## config.mk

```make
export PLATFORM = sky130hd
export DESIGN_NAME = qdma_h2c_dsc_arbiter
export DESIGN_NICKNAME = d
export VERILOG_FILES = /design/src/rtl/qdma_dsc_arb_pkg.sv /design/src/rtl/dsc_wrr_pick.sv /design/src/rtl/qdma_h2c_dsc_arbiter.sv
export SDC_FILE = /design/constraint.sdc
export NUM_CORES = 1
export LEC_CHECK = 0
export BUFFER_PORTS_ARGS = -buffer_cell sky130_fd_sc_hd__buf_2
export CAP_MARGIN = 25
export CORE_AREA = 2 2 455 457
export DETAILED_ROUTE_END_ITERATION = 16
export DIE_AREA = 0 0 457 459
export PLACE_DENSITY = 0.3
export SETUP_SLACK_MARGIN = 0.15
export SLEW_MARGIN = 20
export SYNTH_ARGS = -nofsm -noshare
export SYNTH_HDL_FRONTEND = slang
export SYNTH_SLANG_ARGS = --single-unit
```

## constraint.sdc

```tcl
create_clock -name aclk -period 8.88 [get_ports aclk]
set_input_delay 0.888 -clock aclk [delete_from_list [all_inputs] [get_ports aclk]]
set_output_delay 0.888 -clock aclk [all_outputs]
set_load 0.02 [all_outputs]
```

## src/rtl/qdma_dsc_arb_pkg.sv

```systemverilog
// Shared definitions for the H2C descriptor bypass arbiter: source ids, FSM states, descriptor fields.
// No logic; constants and types only.
// Descriptor field offsets describe the existing packer layout; the arbiter itself treats descriptors as opaque.
package qdma_dsc_arb_pkg;

  // Requester slots on the shared bypass port
  localparam int unsigned SRC_VM  = 0;
  localparam int unsigned SRC_CY0 = 1;
  localparam int unsigned SRC_CY1 = 2;

  // Grant-path control state
  typedef enum logic [1:0] {
    RUN    = 2'd0,
    DRAIN  = 2'd1,
    PAUSED = 2'd2
  } arb_state_e;

  // Descriptor bit layout (inclusive msb/lsb)
  localparam int DSC_WADDR_MSB = 188;
  localparam int DSC_WADDR_LSB = 125;
  localparam int DSC_RADDR_MSB = 124;
  localparam int DSC_RADDR_LSB = 61;
  localparam int DSC_CIDX_MSB  = 60;
  localparam int DSC_CIDX_LSB  = 45;
  localparam int DSC_AT_MSB    = 44;
  localparam int DSC_AT_LSB    = 43;
  localparam int DSC_EOP       = 42;
  localparam int DSC_LEN_MSB   = 33;
  localparam int DSC_LEN_LSB   = 18;
  localparam int DSC_QID_MSB   = 12;
  localparam int DSC_QID_LSB   = 2;
  localparam int DSC_SDI       = 1;
  localparam int DSC_SOP       = 0;

  // Index width for an n-entry selector, never narrower than one bit
  function automatic int unsigned idx_width(input int unsigned n);
    return (n > 1) ? $clog2(n) : 1;
  endfunction

endpackage

```

## src/rtl/dsc_wrr_pick.sv

```systemverilog
// Cyclic first-eligible search starting at ptr; returns one-hot and binary winner.
// Latency: purely combinational.
// Backpressure: none; caller decides whether the pick is used.
module dsc_wrr_pick
  import qdma_dsc_arb_pkg::*;
#(
  parameter int N     = 3,
  parameter int IDX_W = 2
) (
  input  logic [N-1:0]     elig,
  input  logic [IDX_W-1:0] ptr,
  output logic [N-1:0]     onehot,
  output logic [IDX_W-1:0] idx,
  output logic             any
);

  localparam int PW = IDX_W + 1;

  // ptr+k can reach 2N-2, so one extra bit holds the sum before the modulo fold
  logic [PW-1:0] pos;

  // Walk ptr, ptr+1, ... (mod N) and latch the first eligible slot
  always_comb begin
    onehot = '0;
    idx    = '0;
    any    = 1'b0;
    pos    = '0;
    for (int k = 0; k < N; k++) begin
      pos = {1'b0, ptr} + PW'(k);
      if (pos >= PW'(N)) pos = pos - PW'(N);
      if (!any && elig[pos[IDX_W-1:0]]) begin
        any                    = 1'b1;
        onehot[pos[IDX_W-1:0]] = 1'b1;
        idx                    = pos[IDX_W-1:0];
      end
    end
  end

endmodule

```

## src/rtl/qdma_h2c_dsc_arbiter.sv

```systemverilog
// Weighted round-robin arbiter with a bounded VM-agent priority lane onto the QDMA H2C bypass port.
// Latency: 1 cycle from s_dsc_vld&s_dsc_rdy to m_dsc_vld; 1 descriptor/cycle when m_dsc_rdy stays high.
// Backpressure: s_dsc_rdy only when the output register is free or draining this cycle; held beats stay stable.
module qdma_h2c_dsc_arbiter
  import qdma_dsc_arb_pkg::*;
#(
  parameter int N_REQ    = 3,
  parameter int DSC_W    = 256,
  parameter int WEIGHT_W = 4,
  parameter int HP_W     = 4,
  parameter int CNT_W    = 32,
  localparam int SRC_W   = (N_REQ > 1) ? $clog2(N_REQ) : 1
) (
  input  logic                      aclk,
  input  logic                      aresetn,
  input  logic [N_REQ*DSC_W-1:0]    s_dsc_data,
  input  logic [N_REQ-1:0]          s_dsc_vld,
  output logic [N_REQ-1:0]          s_dsc_rdy,
  output logic [DSC_W-1:0]          m_dsc_data,
  output logic                      m_dsc_vld,
  input  logic                      m_dsc_rdy,
  output logic [SRC_W-1:0]          m_dsc_src,
  input  logic [N_REQ*WEIGHT_W-1:0] cfg_weight,
  input  logic                      cfg_prio_en,
  input  logic [HP_W-1:0]           cfg_hp_max,
  input  logic                      cfg_pause,
  output logic                      sts_paused,
  output logic [N_REQ*CNT_W-1:0]    stat_grant_cnt,
  input  logic                      stat_clr
);

  arb_state_e          state;
  logic [SRC_W-1:0]    ptr;
  logic [WEIGHT_W-1:0] burst_cnt;
  logic [HP_W-1:0]     hp_cnt;

  logic [DSC_W-1:0]    dsc       [N_REQ];
  logic [WEIGHT_W-1:0] wgt       [N_REQ];
  logic [CNT_W-1:0]    grant_cnt [N_REQ];
  logic [N_REQ-1:0]    elig;
  logic [N_REQ-1:0]    rr_elig;
  logic [N_REQ-1:0]    rr_onehot;
  logic [SRC_W-1:0]    rr_idx;
  logic                rr_any;
  logic                others_elig;
  logic                prio_hit;
  logic [N_REQ-1:0]    grant_onehot;
  logic [SRC_W-1:0]    grant_idx;
  logic                grant_any;
  logic                load_en;
  logic                load;
  logic [N_REQ-1:0]    acc;
  logic [WEIGHT_W-1:0] win_wgt;
  logic [WEIGHT_W-1:0] burst_inc;
  logic [SRC_W-1:0]    ptr_nxt;
  logic [WEIGHT_W-1:0] burst_nxt;

  // Per-source views of the packed buses; a zero weight parks the source
  for (genvar g = 0; g < N_REQ; g++) begin : g_src
    assign dsc[g]  = s_dsc_data[g*DSC_W +: DSC_W];
    assign wgt[g]  = cfg_weight[g*WEIGHT_W +: WEIGHT_W];
    assign elig[g] = s_dsc_vld[g] & (wgt[g] != '0);
    assign stat_grant_cnt[g*CNT_W +: CNT_W] = grant_cnt[g];
  end

  assign others_elig = |elig[N_REQ-1:1];
  assign prio_hit    = cfg_prio_en & elig[SRC_VM] & (hp_cnt < cfg_hp_max);

  // While the priority lane is active, the VM agent is served by the lane and the forced
  // round-robin slot goes to a Coyote channel; it only falls back to the VM agent when
  // no channel is waiting, so a lone VM agent keeps full throughput.
  always_comb begin
    rr_elig = elig;
    if (cfg_prio_en && (cfg_hp_max != '0) && others_elig) rr_elig[SRC_VM] = 1'b0;
  end

  dsc_wrr_pick #(
    .N     (N_REQ),
    .IDX_W (SRC_W)
  ) u_pick (
    .elig   (rr_elig),
    .ptr    (ptr),
    .onehot (rr_onehot),
    .idx    (rr_idx),
    .any    (rr_any)
  );

  // Merge priority-lane and round-robin winners into one grant
  always_comb begin
    grant_onehot = '0;
    grant_idx    = '0;
    grant_any    = 1'b0;
    if (prio_hit) begin
      grant_onehot[SRC_VM] = 1'b1;
      grant_idx            = SRC_W'(SRC_VM);
      grant_any            = 1'b1;
    end else if (rr_any) begin
      grant_onehot = rr_onehot;
      grant_idx    = rr_idx;
      grant_any    = 1'b1;
    end
  end

  assign load_en   = (state == RUN) & (~m_dsc_vld | m_dsc_rdy);
  assign load      = load_en & grant_any;
  assign s_dsc_rdy = grant_onehot & {N_REQ{load_en}};
  assign acc       = s_dsc_vld & s_dsc_rdy;

  function automatic logic [SRC_W-1:0] next_idx(input logic [SRC_W-1:0] i);
    return (i == SRC_W'(N_REQ - 1)) ? '0 : i + SRC_W'(1);
  endfunction

  // Weighted pointer update for a round-robin grant; ">=" also covers a weight lowered mid-burst
  always_comb begin
    win_wgt   = wgt[rr_idx];
    burst_inc = burst_cnt + WEIGHT_W'(1);
    ptr_nxt   = ptr;
    burst_nxt = burst_cnt;
    if (rr_idx == ptr) begin
      if (burst_inc >= win_wgt) begin
        ptr_nxt   = next_idx(rr_idx);
        burst_nxt = '0;
      end else begin
        burst_nxt = burst_inc;
      end
    end else if (win_wgt == WEIGHT_W'(1)) begin
      ptr_nxt   = next_idx(rr_idx);
      burst_nxt = '0;
    end else begin
      ptr_nxt   = rr_idx;
      burst_nxt = WEIGHT_W'(1);
    end
  end

  // Output register: load on grant, empty on handshake without grant, hold otherwise
  always_ff @(posedge aclk or negedge aresetn) begin
    if (!aresetn) begin
      m_dsc_vld  <= 1'b0;
      m_dsc_data <= '0;
      m_dsc_src  <= '0;
    end else if (load) begin
      m_dsc_vld  <= 1'b1;
      m_dsc_data <= dsc[grant_idx];
      m_dsc_src  <= grant_idx;
    end else if (m_dsc_rdy) begin
      m_dsc_vld  <= 1'b0;
    end
  end

  // Arbitration state: RR pointer/burst move only on RR grants; hp_cnt counts lane grants
  always_ff @(posedge aclk or negedge aresetn) begin
    if (!aresetn) begin
      ptr       <= '0;
      burst_cnt <= '0;
      hp_cnt    <= '0;
    end else begin
      if (load && !prio_hit) begin
        ptr       <= ptr_nxt;
        burst_cnt <= burst_nxt;
      end
      if (!elig[SRC_VM]) begin
        hp_cnt <= '0;
      end else if (load) begin
        hp_cnt <= prio_hit ? hp_cnt + HP_W'(1) : '0;
      end
    end
  end

  // Pause/drain control; sts_paused is registered alongside the state
  always_ff @(posedge aclk or negedge aresetn) begin
    if (!aresetn) begin
      state      <= RUN;
      sts_paused <= 1'b0;
    end else begin
      case (state)
        RUN: begin
          if (cfg_pause) state <= DRAIN;
        end
        DRAIN: begin
          if (!cfg_pause) begin
            state <= RUN;
          end else if (!m_dsc_vld || m_dsc_rdy) begin
            state      <= PAUSED;
            sts_paused <= 1'b1;
          end
        end
        PAUSED: begin
          if (!cfg_pause) begin
            state      <= RUN;
            sts_paused <= 1'b0;
          end
        end
        default: begin
          state      <= RUN;
          sts_paused <= 1'b0;
        end
      endcase
    end
  end

  // Accepted-descriptor counters; clear wins over a same-cycle increment
  always_ff @(posedge aclk or negedge aresetn) begin
    if (!aresetn) begin
      for (int i = 0; i < N_REQ; i++) grant_cnt[i] <= '0;
    end else begin
      for (int i = 0; i < N_REQ; i++) begin
        if (stat_clr)    grant_cnt[i] <= '0;
        else if (acc[i]) grant_cnt[i] <= grant_cnt[i] + CNT_W'(1);
      end
    end
  end

endmodule

```

# ---- Word level (Yosys, flattened, before mapping)
# Index checks and enable logic that the tools add are counted.
dict set report classes {
  addsub 11
  n_lt_le_gt_ge 13
  eq_ne 12
  muxes 65
  bitwise 16
  reduce_logical 26
}
# cell count
set op_table {}
lappend op_table {{$bmux 256 s2} 1}
lappend op_table {{$mux 256} 2}
lappend op_table {{$mux 32} 6}
lappend op_table {{$add 32x1->32 const B} 3}
lappend op_table {{$mux 2} 17}
lappend op_table {{$mux 4} 7}
lappend op_table {{$mux 1} 19}
lappend op_table {{$reduce_bool 4->1} 4}
lappend op_table {{$mux 3} 4}
lappend op_table {{$lt 2x3->1 const B} 3}
lappend op_table {{$add 4x1->4 const B} 2}
lappend op_table {{$bmux 4 s2} 1}
lappend op_table {{$logic_and 1x1->1} 8}
lappend op_table {{$ne 2x2->1 const B} 4}
lappend op_table {{$reduce_bool 2->1} 4}
lappend op_table {{$and 1x1->1} 7}
lappend op_table {{$and 3x3->3} 2}
lappend op_table {{$bmux 1 s2} 3}
lappend op_table {{$demux 1 s2} 3}
lappend op_table {{$ge 2x1->1 const B} 3}
lappend op_table {{$ge 3x2->1 const B} 2}
lappend op_table {{$ge 3x3->1 const B} 2}
lappend op_table {{$not 2->3} 2}
lappend op_table {{$or 3x3->3} 2}
lappend op_table {{24 further kinds} 32}
dict set report word_totals {
  regBits 368
  in_bits 793
  out_inout_bits 359
  wordCells 154
}

# ---- Longest topological paths before layout
# Gate-level depths: netlist of run 1.
dict set report depth {
  depth_word 21
  mapped_depth 20
  mapped_depth_nobuf 18
}

# ---- Hierarchy
# Synthesis of run 1 repeated with hierarchy kept, for this count alone.
dict set report unflattened {
  hier_cells 1876
  area_unflattened_um2 19333.5
}
# module n_inst cells_per_inst area_each_um2 seq_area_each_um2
set modules_own_cells {}
lappend modules_own_cells {qdma_h2c_dsc_arbiter 1 1835 19052.0 9208.8}
lappend modules_own_cells {dsc_wrr_pick 1 41 281.5 0.0}

# ---- Worst setup path before layout of run 1
# OpenSTA, ideal clock, no wires.
dict set report synth_timing {
  path_type {input to register}
  from {input cfg_weight[8]}
  to {register ptr[0]}
  setup_ns 0.133
  t_arrival_ns 4.348
  t_required_ns 8.747
  setup_slack_ns 4.399
  stages 17
  path_buffers 1
  path_cell_list {o41ai_4 > a21oi_4 > a2111oi_0 > o31ai_1 > a2bb2oi_2 > buf_2 > mux2i_1 > a21oi_1 > ha_1 > nand2b_1 > a21o_1 > a21o_1 > a221oi_1 > o211a_1 > a21oi_1 > o211a_1 > o2bb2ai_1}
}
dict set report synth_between {
  elab_chain_len 21
  word_cells_on_any_way 40
  classes_between {1 x add/sub; 1 x order compare; 4 x eq/ne; 22 x mux; 3 x bitwise; 9 x reduce/logical}
}
# element line
set synth_lines {}
lappend synth_lines {{start: declaration} qdma_h2c_dsc_arbiter.sv:23} ;# input logic [N_REQ*WEIGHT_W-1:0] cfg_weight,
lappend synth_lines {{$reduce_bool 4->1} qdma_h2c_dsc_arbiter.sv:62} ;# assign elig[g] = s_dsc_vld[g] & (wgt[g] != '0);
lappend synth_lines {{$and 1x1->1} qdma_h2c_dsc_arbiter.sv:62}
lappend synth_lines {{$reduce_or 2->1} qdma_h2c_dsc_arbiter.sv:66} ;# assign others_elig = |elig[N_REQ-1:1];
lappend synth_lines {{$logic_and 1x1->1} qdma_h2c_dsc_arbiter.sv:74} ;# if (cfg_prio_en && (cfg_hp_max != '0) && others_elig) rr_elig[SRC_VM] = 1'b0;
lappend synth_lines {{$mux 1} qdma_h2c_dsc_arbiter.sv:74}
lappend synth_lines {{$bmux 1 s2} dsc_wrr_pick.sv:31} ;# if (!any && elig[pos[IDX_W-1:0]]) begin
lappend synth_lines {{$mux 1 (not written as such)} dsc_wrr_pick.sv:31}
lappend synth_lines {{$mux 1} dsc_wrr_pick.sv:31}
lappend synth_lines {{(+4 left out)} n/a}
lappend synth_lines {{$logic_and 1x1->1} dsc_wrr_pick.sv:31}
lappend synth_lines {{$mux 2} dsc_wrr_pick.sv:31}
lappend synth_lines {{$not 2->3 (not written as such)} qdma_h2c_dsc_arbiter.sv:115} ;# win_wgt = wgt[rr_idx];
lappend synth_lines {{$bmux 4 s2} qdma_h2c_dsc_arbiter.sv:115}
lappend synth_lines {{$mux 4 (not written as such) (2 in series)} qdma_h2c_dsc_arbiter.sv:115}
lappend synth_lines {{$ge 4x4->1 / $eq 4x1->1 (equally long branches)} {qdma_h2c_dsc_arbiter.sv:120, qdma_h2c_dsc_arbiter.sv:126}}
lappend synth_lines {{$ne 2x1->1 (no line) / $mux 2 (equally long branches)} n/a}
lappend synth_lines {{$reduce_and 2->1 (no line) / $mux 2 (equally long branches)} n/a}
lappend synth_lines {{end signal: assignment} qdma_h2c_dsc_arbiter.sv:158} ;# ptr <= ptr_nxt;
lappend synth_lines {{end: declaration} qdma_h2c_dsc_arbiter.sv:33} ;# logic [SRC_W-1:0] ptr;
# Parallel ways exist; a longest one is shown, timed or not. The select of a mux whose other input is x is not followed.
# A chain may end at the register's enable or synchronous reset.

# ---- Worst setup path in the final report of run 1
dict set report layout_timing {
  from {register ptr[0]}
  to {register m_dsc_data[46]}
}
dict set report layout_between {
  elab_chain_len 17
  word_cells_on_any_way 36
  classes_between {5 x add/sub; 3 x order compare; 22 x mux; 2 x bitwise; 4 x reduce/logical}
}
# element line
set layout_lines {}
lappend layout_lines {{parallel branches: the longest is 17 deep, another holds $add 2x1->3} n/a}
lappend layout_lines {{end signal: assignment} qdma_h2c_dsc_arbiter.sv:143} ;# m_dsc_data <= dsc[grant_idx];
lappend layout_lines {{end: declaration} qdma_h2c_dsc_arbiter.sv:19} ;# output logic [DSC_W-1:0] m_dsc_data,
# Parallel ways; which one is timed is not known. The select of a mux whose other input is x is not followed.

==> metrics.txt, run 1 <==
FF+latch count, synth between 300 and 400; grt ovf 0; number of enable flip-flop cells after synthesis 0; Die ar. between 0.2 and 0.25 sq mm; Via-to-Cell Ratio approximately 3.7; CP Launch Type flip-flop; largest net degree at the start of global routing approximately 210; final setup violating endpoints 0; Mapped Area ~0.021 sq mm; 1st-iter DRT viols 1681; first-pass GRT wire length approximately 210000 um; Fmax achieved 0.183 GHz; Hold-fix buffers, CTS 0; Area Overhead vs Synth 52.3%; Post-Syn Nets between 2000 and 3000; Netlist cell types about 70; sequential share of the synthesized area 0.448; drt pass-1 iters 6; R2R setup slack 3400 ps; ratio of cells with drive above 1 in the final layout 0.396; asr flop ratio synth 1.00; Slew @ Worst Pin around 1300 ps; Clock Skew roughly 36 ps; Rel. slew slack 0.128; Routed WL around 160000 um; Mapped Cells 2146; number of top-level pins approximately 1200; period utilisation layout 0.617; number of max-cap violations 0; worst min path class input pin to async pin; CTS Buffer Depth 3; P per Cell Area ~390 mW/mm^2; post-route ant nets 0; post-layout util 0.152; hpwl dp 132000 um; CP Class flip-flop to flip-flop; Tot GR Track Use 0.147; Fin Setup TNS 0 ps; CTS H-tree depth 2; Starting Density 0.100; Die H about 460 um; final slew viol count 0; post_cts resized 0; # port buffers 1151; Primary FF master, synth dfrtp_1; final net count approximately 4000; number of global-route vias before repair 21800; CTS Sinks 368; Mapped Avg Cell Area 9.59 sq um; Worst Setup End Kind flip-flop; clock buffer count from CTS 56; CP Data Required Time 9450 ps; Post-CTS Setup Bufs 0; peak supply drop ~0.32 mV; area of the core slightly above 0.2 sq mm; Worst Path Arrival 6040 ps; CTS Root Buffer Type clkbuf_16; TritonCTS clock tree built; min cycle time layout 5480 ps; RSZ-0062 raised after global routing no; # rows 167; GPL Wtd Cong approximately 0.88; via count around 22000; WL/cell 26.8 um; clk_lat worst skew 690 ps; initial antenna violation count ~180; # DRC 0; Clock transition at path regs approximately 60 ps; CP max FO roughly 110; outcome completed; Synthesis Warnings 0; Final Hold Viols 0; Lkg Pwr 15.2 nW; die width 457 um; Fill cells 23600
-- cell families (layout without fill, tap and decap cells) --
| group | count (synthesis) | after routing | synth area share |
|---|---|---|---|
| flip-flops | 368 | 368 | 0.448 |
| buffers and inverters | 194 | 1304 | 0.0437 |
| other | 0 | 37 | 0 |
| adder cells (fa/ha/maj) | 16 | 16 | 0.00973 |
| AND/OR/NAND/NOR | 367 | 367 | 0.0885 |
| XOR/XNOR | 80 | 80 | 0.0341 |
| multiplexers | 242 | 242 | 0.118 |
| AO/OA/AOI/OAI | 879 | 879 | 0.259 |
-- layout by cell type (no fill, tap or decap), drive strengths merged, types with 3 or more instances in the layout --
cell    count
buf      1177
dfrtp     368
o21ai     291
a21oi     282
a21o      246
mux2i     242
nor2      113
clkbuf     81
nand2      80
xnor2      41
xor2       39
diode      37
nand3      37
inv        26
nand4      23
nor3       23
and3       21
or3        17
a22oi      17
ha         16
nand2b     10
nor4       10
clkinv     10
bufinv      9
and2        9
and4        7
o22ai       4
a221oi      4
nor2b       4
o41ai       4
o31ai       3
o22a        3
nor3b       3
-- flip-flops by register name, indices dropped and copies added (netlist names) --
name,flops
ptr,2
burst_cnt,4
state,2
m_dsc_data,256
hp_cnt,4
sts_paused,1
stat_grant_cnt,96
m_dsc_src,2
m_dsc_vld,1
-- per-layer routing --
| metal | vias to the layer above | part of all wire | track usage |
|---|---|---|---|
| met5 | - | 0.0029 | 0 |
| met4 | 74 | 0.024 | 0.0300 |
| met3 | 333 | 0.10 | 0.0622 |
| met2 | 1140 | 0.47 | 0.242 |
| met1 | 10700 | 0.40 | 0.177 |
| li1 | 9980 | - | - |
-- worst max-delay path, stage by stage (launching register included) --
cell,delay [ps]
dfrtp_1,490
inv_1,140
ha_1,470
or3_1,470
o21ai_1,500
a211oi_4,120
nor2_1,400
and2_4,620
buf_12,500
mux2i_1,960
a21oi_1,170
a21o_1,180
-- per-stage QoR --
| stage | std cells | power (mW) | hold WS [ps] | instance area [sq um] | worst slack (ps) |
|---|---|---|---|---|---|
| floorplan | 2146 | 7.08 | 466 | 20600 | 4400 |
| global route | 5966 | 12.9 | 70.5 | 31300 | 3180 |
| CTS | 5960 | 12.3 | 43.7 | 31200 | 3500 |
| detailed placement | 5857 | 9.76 | 460 | 29300 | 3050 |
| finish | 5997 | 12.1 | 109 | 31300 | 3400 |
| global placement | 5857 | 9.73 | 456 | 29300 | 3110 |
-- path summary, 6_finish.rpt --
path / startpoint / to / cells after the start
setup reg to reg: ptr[0] / m_dsc_data[46] / 11
setup / recovery: ptr[0] / m_dsc_data[46] / 11
min in group aclk: m_dsc_data[101] / m_dsc_data[101] / 1
hold / removal: aresetn / stat_grant_cnt[27] / 1
max in group asynchronous: aresetn / m_dsc_data[99] / 3
hold reg to reg: m_dsc_data[101] / m_dsc_data[101] / 1
-- where the power goes --
part / leakage (nW) / total (mW) / internal, mW / switching (mW)
sequential: 4.69 / 2.72 / 2.32 / 0.400
clock: 0.963 / 2.47 / 1.50 / 0.966
combinational: 9.59 / 6.90 / 2.40 / 4.50
total: 15.2 / 12.1 / 6.22 / 5.87
-- cell type report --
type | count | area [sq um] | share of cell area
Tap cell | 2704 | 3380 | 0.108
Antenna cell | 37 | 92.6 | 0.00295
Timing Repair Buffer | 1177 | 6080 | 0.194
Multi-Input combinational cell | 1584 | 10500 | 0.336
Sequential cell | 368 | 9210 | 0.294
Inverter | 24 | 90.1 | 0.00287
Clock buffer | 81 | 1600 | 0.0509
Clock inverter | 22 | 374 | 0.0119
-- Yosys cell counts, types with 17 or more instances --
cell | number | share of area
dfrtp_1 | 368 | 0.45
o21ai_0 | 287 | 0.070
a21oi_1 | 280 | 0.068
a21o_1 | 245 | 0.089
mux2i_1 | 242 | 0.12
clkbuf_1 | 115 | 0.021
nor2_1 | 113 | 0.021
nand2_1 | 80 | 0.015
xnor2_1 | 41 | 0.017
xor2_1 | 39 | 0.017
nand3_1 | 36 | 0.0088
inv_1 | 24 | 0.0044
nand4_1 | 23 | 0.0070
buf_2 | 22 | 0.0054
nor3_1 | 22 | 0.0054
and3_1 | 21 | 0.0064
a22oi_1 | 17 | 0.0062
or3_1 | 17 | 0.0052
Note: power is estimated with default switching activity, not from simulation.
==> run 2: changes to the inputs <==
clock period = 4.4 ns   (was 8.88 ns; I/O delays follow)
==> run 2 against run 1 <==
Compared with the run above:
- combinational power rose by 120%
- design area rose by 3.4%
- clock-buffer cell count fell by 4
- fmax rose by 35%
- critical path type unchanged
- critical endpoint is now ptr[1]
- highest routed layer unchanged
==> metrics.txt, run 2 (synthesis gave the netlist of run 1 again) <==
Clock transition at path regs 60 ps (about the same); Via-to-Cell Ratio 3.73 (was 3.71); Starting Density 0.100 (unchanged); final slew viol count 0 (unchanged); CP top delay family compound AO/OA/AOI/OAI gates (was simple AND/OR/NAND/NOR gates); P per Cell Area 788 mW/mm^2 (was 386 mW/mm^2); Fmax achieved 0.247 GHz (was 0.183 GHz); number of max-cap violations 0 (unchanged); CP Launch Type flip-flop (unchanged); CTS Sinks 368 (unchanged); Fin Setup TNS 0 ps (unchanged); Levels on crit path 15 (was 11); Rel. slew slack 0.398 (was 0.128); Power Total 25.5 mW (was 12.1 mW); # port buffers 1151 (unchanged); GPL Wtd Cong 0.904 (was 0.880); CP Cell Sequence inv_1 > ha_2 > or3_1 > o21a_1 > a2bb2oi_4 > buf_4 > buf_4 > a221oi_1 > or2_2 > ha_1 > a221oi_1 > o211a_1 > a21oi_1 > mux2i_1 > nand4_1 (was inv_1 > ha_1 > or3_1 > o21ai_1 > a211oi_4 > nor2_1 > and2_4 > buf_12 > mux2i_1 > a21oi_1 > a21o_1); initial antenna violation count 165 (was 176); Lkg Pwr 15.8 nW (was 15.2 nW); Slew @ Worst Pin 901 ps (was 1310 ps); number of top-level pins 1152 (unchanged); period utilisation layout 0.922 (was 0.617); Area Overhead vs Synth 57.5% (was 52.3%); area of the core 0.206 sq mm (unchanged); drt pass-1 iters 7 (was 6); CP max FO 9 (was 106); grt ovf 0 (unchanged); Clock Skew 63.5 ps (was 35.6 ps); CP Class flip-flop to flip-flop (unchanged); Crit path largest cell delay 460 ps (was 960 ps); worst min path class input pin to flip-flop (was input pin to async pin); Post-CTS Setup Bufs 0 (unchanged); first-pass GRT wire length 211000 um (was 209000 um); final net count 4134 (was 4020); CTS Buffer Depth 3 (unchanged); Largest Register m_dsc_data (unchanged); Die H 459 um (unchanged); hpwl dp 136000 um (was 132000 um); peak supply drop 0.310 mV (was 0.325 mV); Crit path buffers/inverters 3 (was 2); largest net degree at the start of global routing 87 (was 205); # rows 167 (unchanged); commonest cells after routing, fill and taps aside buf_2 (1149), dfrtp_1 (366), o21ai_0 (287), a21oi_1 (279), a21o_1 (244) (was buf_2 (1149), dfrtp_1 (368), o21ai_0 (287), a21oi_1 (279), a21o_1 (244)); 1st-iter DRT viols 1621 (was 1681); WHS Path Cells 3; Worst Setup End Kind flip-flop (unchanged); RSZ-0062 raised after global routing no (unchanged); Tot GR Track Use 0.148 (was 0.147); outcome completed (unchanged); Worst Path Arrival 4590 ps (was 6040 ps); WL/cell 26.5 um (was 26.8 um); via count 22800 (was 22300); min cycle time layout 4060 ps (was 5480 ps); Largest register FFs 256 (unchanged); number of global-route vias before repair 22400 (was 21800); Final Hold Viols 0 (unchanged); # DRC 0 (unchanged); commonest non-fill, non-tap cell in the layout buf_2 (unchanged); clk_lat worst skew 720 ps (was 690 ps); die width 457 um (unchanged); FF-to-FF path depth 15 (was 11); final setup violating endpoints 0 (unchanged); CTS H-tree depth 2 (unchanged); post-layout util 0.158 (was 0.152); CP Data Required Time 4930 ps (was 9450 ps); CP max-delay cell dfrtp_2 (was mux2i_1); TritonCTS clock tree built (unchanged); Die ar. 0.210 sq mm (unchanged); Routed WL 162000 um (was 161000 um); CTS Root Buffer Type clkbuf_16 (unchanged); post-route ant nets 0 (unchanged); ratio of cells with drive above 1 in the final layout 0.417 (was 0.396); clock buffer count from CTS 56 (unchanged)
run 2: final cells by class:
class                      count  area [sq um]
antenna                       47           118
clock buffer                  77          1590
clock inverter                24           342
fill                       23500        173000
inverter                      24          90.1
multi-input combinational   1584         10600
sequential                   368          9210
tap                         2704          3380
timing repair buffer        1291          7110
run 2: through the flow:
stage               setup WS (ps)  cells  hold WS (ps)  instance area, sq um
global route                  150   6088          45.0                 32300
CTS                          91.0   6072          9.14                 32200
floorplan                     278   2146           144                 20600
global placement             45.2   5958           454                 30200
detailed placement            103   5958           460                 30200
finish                        344   6119          88.7                 32400
run 2: repair_timing:
item,CTS,global route
endpoints found under the setup margin,3,11
hold buffers,13,0
endpoints found under the hold margin,79,0
pin swaps,0,0
resized for setup,2,12
run 2: per-layer routing:
metal,up-vias,global-route usage,part of all wire
met5,-,0,0.0026
met4,66,0.0363,0.023
met3,321,0.0625,0.095
met2,1075,0.238,0.46
met1,11100,0.181,0.42
li1,10200,-,-
run 2: where the power goes:
group / switching [mW] / total, mW / internal (mW)
logic: 9.58 / 15.2 / 5.58
clock network: 2.00 / 4.93 / 2.93
registers: 0.752 / 5.44 / 4.69
total: 12.3 / 25.5 / 13.2
run 2: worst min-delay path, cell delays in order:
cell	delay (ps)
buf_2	80
a21oi_1	60
o21ai_0	150
run 2: worst paths after layout:
kind	start	endpoint	slack, ps
worst max-delay path	ptr[0]	ptr[1]	340
max in group asynchronous	aresetn	ptr[1]	2760
min in group asynchronous	aresetn	m_dsc_data[216]	410
worst max register to register	ptr[0]	ptr[1]	340
worst min register to register	m_dsc_data[48]	m_dsc_data[48]	470
worst min-delay path	s_dsc_data[92]	m_dsc_data[92]	90
